### src/rtl/mem_port_arbiter_pkg.sv
// cache_pkg: shared cache-line geometry, arbiter state and owner encodings
package cache_pkg;
  localparam int WORD_BITS = 32;
  localparam int LINE_BEATS = 8;
  localparam int LINE_BITS = LINE_BEATS * WORD_BITS;
  localparam int ADDR_BITS = 32;
  localparam int OFFSET_BITS = 5;
  localparam int TIMEOUT_CYCLES = 64;
  typedef enum logic [1:0] {IDLE, ISSUE, WAIT, RESP} arb_state_t;
  typedef enum logic {OWN_I, OWN_D} owner_t;
endpackage

### src/rtl/mem_port_arbiter_if.sv
// mem_port_arbiter_if: I-cache, D-cache and line-adapter signals around the arbiter
//   master: the caches and the adapter (drive requests, ad_ready/ad_rline)
//   slave : the arbiter (drives acks, lines, adapter strobes/address/wline)
interface mem_port_arbiter_if #(
  parameter int ADDR_BITS = cache_pkg::ADDR_BITS,
  parameter int LINE_BITS = cache_pkg::LINE_BITS
);
  logic                 i_req;
  logic [ADDR_BITS-1:0] i_addr;
  logic                 i_ack;
  logic                 i_err;
  logic [LINE_BITS-1:0] i_line;
  logic                 d_req;
  logic                 d_we;
  logic [ADDR_BITS-1:0] d_addr;
  logic [LINE_BITS-1:0] d_wline;
  logic                 d_ack;
  logic                 d_err;
  logic [LINE_BITS-1:0] d_line;
  logic                 ad_re;
  logic                 ad_we;
  logic [ADDR_BITS-1:0] ad_addr;
  logic [LINE_BITS-1:0] ad_wline;
  logic                 ad_ready;
  logic [LINE_BITS-1:0] ad_rline;
  modport master (
    output i_req, i_addr, d_req, d_we, d_addr, d_wline, ad_ready, ad_rline,
    input  i_ack, i_err, i_line, d_ack, d_err, d_line, ad_re, ad_we, ad_addr, ad_wline
  );
  modport slave (
    input  i_req, i_addr, d_req, d_we, d_addr, d_wline, ad_ready, ad_rline,
    output i_ack, i_err, i_line, d_ack, d_err, d_line, ad_re, ad_we, ad_addr, ad_wline
  );
endinterface

### src/rtl/mem_port_arbiter_rr_arb2.sv
// rr_arb2: two-way round-robin picker (I vs D) with its own last-grant register
//   clk, rst       : clock, async active-high reset
//   req_i, req_d   : pending requests
//   en             : arbitration allowed this cycle
//   valid, grant   : a grant is issued this cycle, and to whom
module rr_arb2
  import cache_pkg::*;
(
  input  logic   clk,
  input  logic   rst,
  input  logic   req_i,
  input  logic   req_d,
  input  logic   en,
  output logic   valid,
  output owner_t grant
);
  owner_t last;
  always_ff @(posedge clk or posedge rst)
    if (rst) last <= OWN_D;
    else if (valid) last <= grant;
  always_comb begin
    valid = en & (req_i | req_d);
    grant = (req_i & req_d) ? ((last == OWN_D) ? OWN_I : OWN_D) : (req_d ? OWN_D : OWN_I);
  end
endmodule

### src/rtl/mem_port_arbiter.sv
// mem_port_arbiter: shares one cache-line adapter between I-cache fills and D-cache fills/writebacks
//   CLK, RST : clock, async active-high reset (released synchronously inside)
//   bus      : slave side of mem_port_arbiter_if (cache requests/acks, adapter strobes/data)
module mem_port_arbiter #(
  parameter int LINE_BITS = cache_pkg::LINE_BITS,
  parameter int ADDR_BITS = cache_pkg::ADDR_BITS,
  parameter int OFFSET_BITS = cache_pkg::OFFSET_BITS,
  parameter int TIMEOUT_CYCLES = cache_pkg::TIMEOUT_CYCLES
) (
  input logic CLK,
  input logic RST,
  mem_port_arbiter_if.slave bus
);
  import cache_pkg::*;
  localparam int CW = $clog2(TIMEOUT_CYCLES);
  localparam logic [CW-1:0] LAST = CW'(TIMEOUT_CYCLES - 1);
  localparam logic [ADDR_BITS-1:0] AMASK = ~ADDR_BITS'((64'd1 << OFFSET_BITS) - 64'd1);
  logic [1:0] rs;
  logic rst;
  arb_state_t state, nxt;
  owner_t owner_q, grant;
  logic gv, we_q, err_q, timeout, rsp, act;
  logic [CW-1:0] cnt;
  logic [ADDR_BITS-1:0] addr_q;
  logic [LINE_BITS-1:0] wline_q, rline_q;
  // asserts with RST immediately, releases two clocks later on a clean edge
  always_ff @(posedge CLK or posedge RST)
    if (RST) rs <= 2'b11;
    else rs <= {rs[0], 1'b0};
  assign rst = rs[1];
  rr_arb2 u_arb (
    .clk(CLK),
    .rst(rst),
    .req_i(bus.i_req),
    .req_d(bus.d_req),
    .en(state == IDLE),
    .valid(gv),
    .grant(grant)
  );
  assign timeout = cnt == LAST;
  always_ff @(posedge CLK or posedge rst)
    if (rst) state <= IDLE;
    else state <= nxt;
  always_comb begin
    nxt = state == IDLE  ? (gv ? ISSUE : IDLE) :
          state == ISSUE ? WAIT :
          state == WAIT  ? ((bus.ad_ready | timeout) ? RESP : WAIT) : IDLE;
  end
  always_ff @(posedge CLK or posedge rst)
    if (rst) begin
      owner_q <= OWN_I;
      we_q <= 1'b0;
      err_q <= 1'b0;
      cnt <= '0;
      addr_q <= '0;
      wline_q <= '0;
      rline_q <= '0;
    end else begin
      if (state == IDLE && gv) begin
        owner_q <= grant;
        we_q <= (grant == OWN_D) & bus.d_we;
        addr_q <= ((grant == OWN_D) ? bus.d_addr : bus.i_addr) & AMASK;
        wline_q <= ((grant == OWN_D) && bus.d_we) ? bus.d_wline : '0;
        err_q <= 1'b0;
        rline_q <= '0;
      end
      if (state == ISSUE) cnt <= '0;
      if (state == WAIT) begin
        cnt <= cnt + 1'b1;
        if (bus.ad_ready) rline_q <= bus.ad_rline;
        // ready in the final counted cycle still beats the timeout
        err_q <= ~bus.ad_ready & timeout;
      end
    end
  always_comb begin
    rsp = state == RESP;
    act = (state == ISSUE) | (state == WAIT);
    bus.i_ack = rsp & (owner_q == OWN_I);
    bus.d_ack = rsp & (owner_q == OWN_D);
    bus.i_err = bus.i_ack & err_q;
    bus.d_err = bus.d_ack & err_q;
    bus.i_line = (bus.i_ack & ~err_q) ? rline_q : '0;
    bus.d_line = (bus.d_ack & ~err_q & ~we_q) ? rline_q : '0;
    bus.ad_re = (state == ISSUE) & ~we_q;
    bus.ad_we = (state == ISSUE) & we_q;
    bus.ad_addr = act ? addr_q : '0;
    bus.ad_wline = act ? wline_q : '0;
  end
endmodule

### src/flat_wrapper.sv
// flat-port wrapper written by rule: the top's interface ports become plain ports
module mem_port_arbiter_flat import cache_pkg::*;
#(
  parameter int LINE_BITS = cache_pkg::LINE_BITS,
  parameter int ADDR_BITS = cache_pkg::ADDR_BITS,
  parameter int OFFSET_BITS = cache_pkg::OFFSET_BITS,
  parameter int TIMEOUT_CYCLES = cache_pkg::TIMEOUT_CYCLES
)
  (CLK, RST, bus_i_req, bus_i_addr, bus_d_req, bus_d_we, bus_d_addr, bus_d_wline, bus_ad_ready, bus_ad_rline, bus_i_ack, bus_i_err, bus_i_line, bus_d_ack, bus_d_err, bus_d_line, bus_ad_re, bus_ad_we, bus_ad_addr, bus_ad_wline);
  mem_port_arbiter_if #(.ADDR_BITS(ADDR_BITS), .LINE_BITS(LINE_BITS)) bus_i ();
  input logic CLK;
  input logic RST;
  input wire logic [$bits(bus_i.i_req)-1:0] bus_i_req;
  input wire logic [$bits(bus_i.i_addr)-1:0] bus_i_addr;
  input wire logic [$bits(bus_i.d_req)-1:0] bus_d_req;
  input wire logic [$bits(bus_i.d_we)-1:0] bus_d_we;
  input wire logic [$bits(bus_i.d_addr)-1:0] bus_d_addr;
  input wire logic [$bits(bus_i.d_wline)-1:0] bus_d_wline;
  input wire logic [$bits(bus_i.ad_ready)-1:0] bus_ad_ready;
  input wire logic [$bits(bus_i.ad_rline)-1:0] bus_ad_rline;
  output wire logic [$bits(bus_i.i_ack)-1:0] bus_i_ack;
  output wire logic [$bits(bus_i.i_err)-1:0] bus_i_err;
  output wire logic [$bits(bus_i.i_line)-1:0] bus_i_line;
  output wire logic [$bits(bus_i.d_ack)-1:0] bus_d_ack;
  output wire logic [$bits(bus_i.d_err)-1:0] bus_d_err;
  output wire logic [$bits(bus_i.d_line)-1:0] bus_d_line;
  output wire logic [$bits(bus_i.ad_re)-1:0] bus_ad_re;
  output wire logic [$bits(bus_i.ad_we)-1:0] bus_ad_we;
  output wire logic [$bits(bus_i.ad_addr)-1:0] bus_ad_addr;
  output wire logic [$bits(bus_i.ad_wline)-1:0] bus_ad_wline;
  assign bus_i.i_req = bus_i_req;
  assign bus_i.i_addr = bus_i_addr;
  assign bus_i.d_req = bus_d_req;
  assign bus_i.d_we = bus_d_we;
  assign bus_i.d_addr = bus_d_addr;
  assign bus_i.d_wline = bus_d_wline;
  assign bus_i.ad_ready = bus_ad_ready;
  assign bus_i.ad_rline = bus_ad_rline;
  assign bus_i_ack = bus_i.i_ack;
  assign bus_i_err = bus_i.i_err;
  assign bus_i_line = bus_i.i_line;
  assign bus_d_ack = bus_i.d_ack;
  assign bus_d_err = bus_i.d_err;
  assign bus_d_line = bus_i.d_line;
  assign bus_ad_re = bus_i.ad_re;
  assign bus_ad_we = bus_i.ad_we;
  assign bus_ad_addr = bus_i.ad_addr;
  assign bus_ad_wline = bus_i.ad_wline;
  mem_port_arbiter #(.LINE_BITS(LINE_BITS), .ADDR_BITS(ADDR_BITS), .OFFSET_BITS(OFFSET_BITS), .TIMEOUT_CYCLES(TIMEOUT_CYCLES)) u_core (.CLK(CLK), .RST(RST), .bus(bus_i));
endmodule
### config.mk
export PLATFORM = sky130hd
export DESIGN_NAME = mem_port_arbiter_flat
export DESIGN_NICKNAME = d
export VERILOG_FILES = /design/src/rtl/mem_port_arbiter_pkg.sv /design/src/rtl/mem_port_arbiter_if.sv /design/src/rtl/mem_port_arbiter_rr_arb2.sv /design/src/rtl/mem_port_arbiter.sv /design/src/flat_wrapper.sv
export SDC_FILE = /design/constraint.sdc
export NUM_CORES = 1
export LEC_CHECK = 0
export ABC_AREA = 1
export BUFFER_PORTS_ARGS = -buffer_cell sky130_fd_sc_hd__buf_2
export CAP_MARGIN = 30
export CELL_PAD_IN_SITES_DETAIL_PLACEMENT = 1
export CELL_PAD_IN_SITES_GLOBAL_PLACEMENT = 1
export CORE_AREA = 2 2 540 542
export DETAILED_ROUTE_END_ITERATION = 16
export DIE_AREA = 0 0 542 544
export PLACE_DENSITY = 0.35
export SYNTH_ARGS = -nofsm -noshare
export SYNTH_HDL_FRONTEND = slang
export SYNTH_SLANG_ARGS = --single-unit
### constraint.sdc
create_clock -name CLK -period 15.61 [get_ports CLK]
set_input_delay 3.9025 -clock CLK [delete_from_list [all_inputs] [get_ports CLK]]
set_output_delay 3.9025 -clock CLK [all_outputs]
set_load 0.02 [all_outputs]
# After elaboration in Yosys (flattened, before gate mapping)
# Cells that the tools add are included.
[classes]
bitwise = 20
n_addsub = 1
n_eq_ne = 4
n_reduce_logical = 5
muxes = 21
[op_table]
columns = ["op", "n"]
rows = [
  ["$mux 256", 7],
  ["$mux 32", 2],
  ["$and 1x1->1", 13],
  ["$mux 6", 2],
  ["$mux 1", 7],
  ["$add 6x1->6 const B", 1],
  ["$eq 6x6->1 const B", 1],
  ["$mux 2", 3],
  ["$eq 2x2->1 const B", 2],
  ["$not 1->1", 4],
  ["$reduce_bool 2->1", 2],
  ["$or 1x1->1", 3],
  ["$eq 2x1->1 const B", 1],
  ["$logic_and 1x1->1", 2],
  ["$logic_not 2->1", 1],
]
[totals]
input_bits = 582
wordCells = 61
register_bits = 553

# Longest topological paths before layout
[depth]
depth_word = 6
mapped_depth = 9
mapped_depth_nobuf = 8

# By module
# A second synthesis with hierarchy kept.
[hier_totals]
hier_cells = 3887
area_unflattened_um2 = 27935.5
[by_module_without_submodules]
columns = ["mod", "cells_per_inst", "n_inst", "area_each_um2", "seq_area_each_um2"]
rows = [
  ["mem_port_arbiter", 3878, 1, 27869.2, 13815.8],
  ["rr_arb2", 9, 1, 66.3, 26.3],
]

# Worst setup path before layout
# Ideal clock, no wire load.
[synth_timing]
path_type = "flip-flop to output port"
start = "register u_core.state[0]"
end = "output port bus_i_line[215]"
t_arrival_ns = 1.710
slack_ns = 9.997
path_stages_with_launch = 8
n_path_buf = 2
cell_sequence = "dfrtp_1 ha_1 inv_1 nor2_1 nand2_1 buf_2 buf_1 nor2_1"
[synth_between]
elab_chain_len = 4
[synth_rtl]
columns = ["item", "line", "rtl"]
rows = [
  ["start: declaration", "mem_port_arbiter.sv:20", "arb_state_t state, nxt;"],
  ["start signal: assignment", "mem_port_arbiter.sv:43", "else state <= nxt;"],
  ["$eq 2x2->1", "mem_port_arbiter.sv:76", "rsp = state == RESP;"],
  ["$and 1x1->1", "mem_port_arbiter.sv:78", "bus.i_ack = rsp & (owner_q == OWN_I);"],
  ["net bus_i_ack", "flat_wrapper.sv:21", "output wire logic [$bits(bus_i.i_ack)-1:0] bus_i_ack;"],
  ["$and 1x1->1", "mem_port_arbiter.sv:82", "bus.i_line = (bus.i_ack & ~err_q) ? rline_q : '0;"],
  ["$mux 256", "mem_port_arbiter.sv:82", ""],
  ["end: declaration", "flat_wrapper.sv:23", "output wire logic [$bits(bus_i.i_line)-1:0] bus_i_line;"],
]
# The timed path passes the listed nets, and every way through them passes these cells.

# Final worst setup path
[layout_timing]
start = "register u_core.state[1]"
end = "output port bus_d_line[144]"
[layout_between]
elab_chain_len = 5
[layout_rtl]
columns = ["item", "line", "rtl"]
rows = [
  ["$eq 2x2->1", "mem_port_arbiter.sv:76", ""],
  ["$and 1x1->1", "mem_port_arbiter.sv:79", "bus.d_ack = rsp & (owner_q == OWN_D);"],
  ["$and 1x1->1 (2 in series)", "mem_port_arbiter.sv:83", "bus.d_line = (bus.d_ack & ~err_q & ~we_q) ? rline_q : '0;"],
  ["$mux 256", "mem_port_arbiter.sv:83", ""],
  ["end: declaration", "flat_wrapper.sv:26", "output wire logic [$bits(bus_i.d_line)-1:0] bus_d_line;"],
]
# No other way between the ends.

==> results.yml <==
synthesis:
  ys_seq_area_frac: 0.498
  synth_seq_cells: 553
  yosysUniqueCellTypes: 20
  ys_top_cells_by_area: "dfrtp_1 49%, nand2_1 13%, inv_1 11%"
  synth_area_leader_cell: "dfrtp_1"
  yosys.area.top_type_share: 0.495
  syn_inst: 3939
  synth.avg_cell_area_um2: 7.06
  syn_area_mm2: 0.0278
  yosys_warnings: 0
floorplanning:
  rows: 198
  fp.dieH_um: 544
  start_util: 0.0961
  die_area_mm2: 0.295
  ios: 1388
  core-area_mm2: 0.289
  die_w_um: 542
sta:
  setup_tns_ps: 0
  finClkSkew_ps: 66.8
  maxSlewViolCount: 0
  max_freq_ghz: 0.120
  grt_setup_unrepaired: "no"
  min_period_ps: 8340
  finalHoldViolCount: 0
  fin_crit_sh: 0.534
  maxSlewHeadroom: 0.265
  hold_slack_ps: 253
  worst_slew_pin_slew_ps: 1100
  setup_viol: 0
route:
  wl_met2_um: 92000
  wl_met3_um: 18200
  ant_nets: 0
  viasPerCell: 3.34
  highest_layer: "met5"
  m1WireLength_um: 70900
  drc_errors: 0
  routedWlPerCell_um: 20.7
  drt_iter0_markers: 1520
  vias: 30300
  first_pass_iters: 5
  wl_um: 188000
clock_tree:
  cts_hold_buf: 0
  insertion_delay_ps: 810
  cts.clk_slew.worst_paths_ps: 60
  clock-root-buffer: "clkbuf_16"
  clock-sinks: 553
  cts_buffers: 89
  cts_resized: 0
  cts_tree: "done"
  htreeDepth: 3
  clockBufferDepth: 4
  post_cts_buffers: 0
global_routing:
  grt_max_degree: 166
  gr-total-overflow: 0
  grt_pass1_vias: 32300
  grt.total_usage: 0.122
  grt_first_pass_wirelength_um: 258000
  antenna_found_initial: 75
layout:
  nNetsFinal: 5759
  final_core_util: 0.144
  fin_cells: 9057
  design_area_mm2: 0.0416
  drive_gt1_frac: 0.297
  areaGrowthSynthToFinish_pct: 49.6
worst_setup_path:
  required_ps: 11710
  path_class: "register to output pin"
  end_kind: "output pin"
  critical_path_arrival_ps: 4440
  critPathMaxFanout: 74
  cp-start-kind: "register"
pwr:
  power_density_mw_per_mm2: 185
  max-vdd-ir-drop_v: 0.000184
  leakagePower_nw: 24.6
placement:
  gp_congestion: 0.795
  hpwl_um: 145000
  io_buffers: 1372
  place_inst: 8881
  placed_area_mm2: 0.0387
worst_hold_path:
  holdCritPathClass: "register to async pin"
outcome:
  outcome: "complete, no violations"
run:
  cap_viol_max_count: 0
[cell families after synthesis]
group / Yosys count / share of synthesized area
other: 1 / 0.000135
adder cells (fa/ha/maj): 5 / 0.00225
AO/OA/AOI/OAI: 265 / 0.0479
buffers and inverters: 1089 / 0.154
AND/OR/NAND/NOR: 2026 / 0.298
flip-flops: 553 / 0.498
[layout make-up]
| type | count | area (µm²) |
|---|---|---|
| Inverter | 812 | 3050 |
| Clock inverter | 19 | 211 |
| Clock buffer | 136 | 2620 |
| Tap cell | 3800 | 4750 |
| Timing Repair Buffer | 1414 | 7310 |
| Antenna cell | 21 | 52.6 |
| Fill cell | 35300 | 248000 |
| Multi-Input combinational cell | 2302 | 9770 |
| Sequential cell | 553 | 13800 |
[cells in the final DEF, fill, tap and decap left out, types with 2 or more instances in the layout]
master and n:
a21oi_1 4, buf_12 8, buf_2 1371, buf_4 33
bufinv_16 2, clkbuf_1 25, clkbuf_16 89, clkbuf_8 22
clkinv_2 9, clkinvlp_4 4, conb_1 6, dfrtp_1 550
dfstp_2 3, diode_2 21, ha_1 3, ha_4 2
inv_1 810, nand2_1 953, nand2_4 2, nand3_1 544
nand4_1 2, nor2_1 522, nor3_1 2, o21ai_0 257
o21ai_1 2
[synth_stat cells (all sizes together)]
master  number
clkbuf     127
inv        811
nand4        2
nor2       522
dfrtp      550
buf        150
conb         1
dfstp        3
a21oi        4
nand2      955
o21bai       1
nor3         2
nand3      545
ha           5
o21ai      260
clkinv       1
[stage by stage]
| stage | total power [mW] | worst slack [ps] |
|---|---|---|
| final | 7.71 | 7270 |
| after global routing | 8.35 | 6880 |
| after CTS | 7.99 | 7040 |
| after detailed placement | 5.88 | 7920 |
| after floorplan | 4.29 | 7740 |
| after global placement | 5.86 | 7900 |
[state kept, by name, indices dropped and copies added (netlist names)]
signal and cells:
u_core.addr_q 27, u_core.cnt 6, u_core.err_q 1, u_core.owner_q 1
u_core.rline_q 256, u_core.rs 2, u_core.state 2, u_core.u_arb.last 1
u_core.we_q 1, u_core.wline_q 256
[power by group]
part	total, mW	internal [mW]	switching [mW]
sequential	2.31	1.99	0.316
clock	2.00	1.19	0.816
combinational	3.40	0.828	2.57
[layer usage]
layer	up-vias	track usage
met5	-	0
met4	84	0.0414
met3	285	0.0523
met2	1101	0.214
met1	14700	0.131
li1	14200	-
[final timing paths]
path	end	slack, ps	depth (start not counted)	startpoint
min in group CLK	u_core.rs[1]$_DFF_PP1_	360	0	u_core.rs[0]$_DFF_PP1_
worst max-delay path	bus_d_line[144]	7270	9	u_core.state[1]$_DFF_PP0_
worst min-delay path	u_core.wline_q[9]$_DFFE_PP0P_	250	1	u_core.rs[1]$_DFF_PP1_
worst min register to register	u_core.wline_q[9]$_DFFE_PP0P_	250	1	u_core.rs[1]$_DFF_PP1_
max in group asynchronous	u_core.rline_q[131]$_DFF_PP0_	12260	5	u_core.rs[1]$_DFF_PP1_
worst max register to register	u_core.rline_q[208]$_DFF_PP0_	12130	8	u_core.state[0]$_DFF_PP0_
[worst max-delay path, stage by stage (launching register included)]
cell,delay (ps)
dfrtp_1,420
ha_1,220
nand2_1,80
inv_1,80
nand3_4,390
buf_4,590
buf_4,540
buf_4,790
nor2_1,110
buf_2,200
Note: power is estimated with default switching activity, not from simulation.
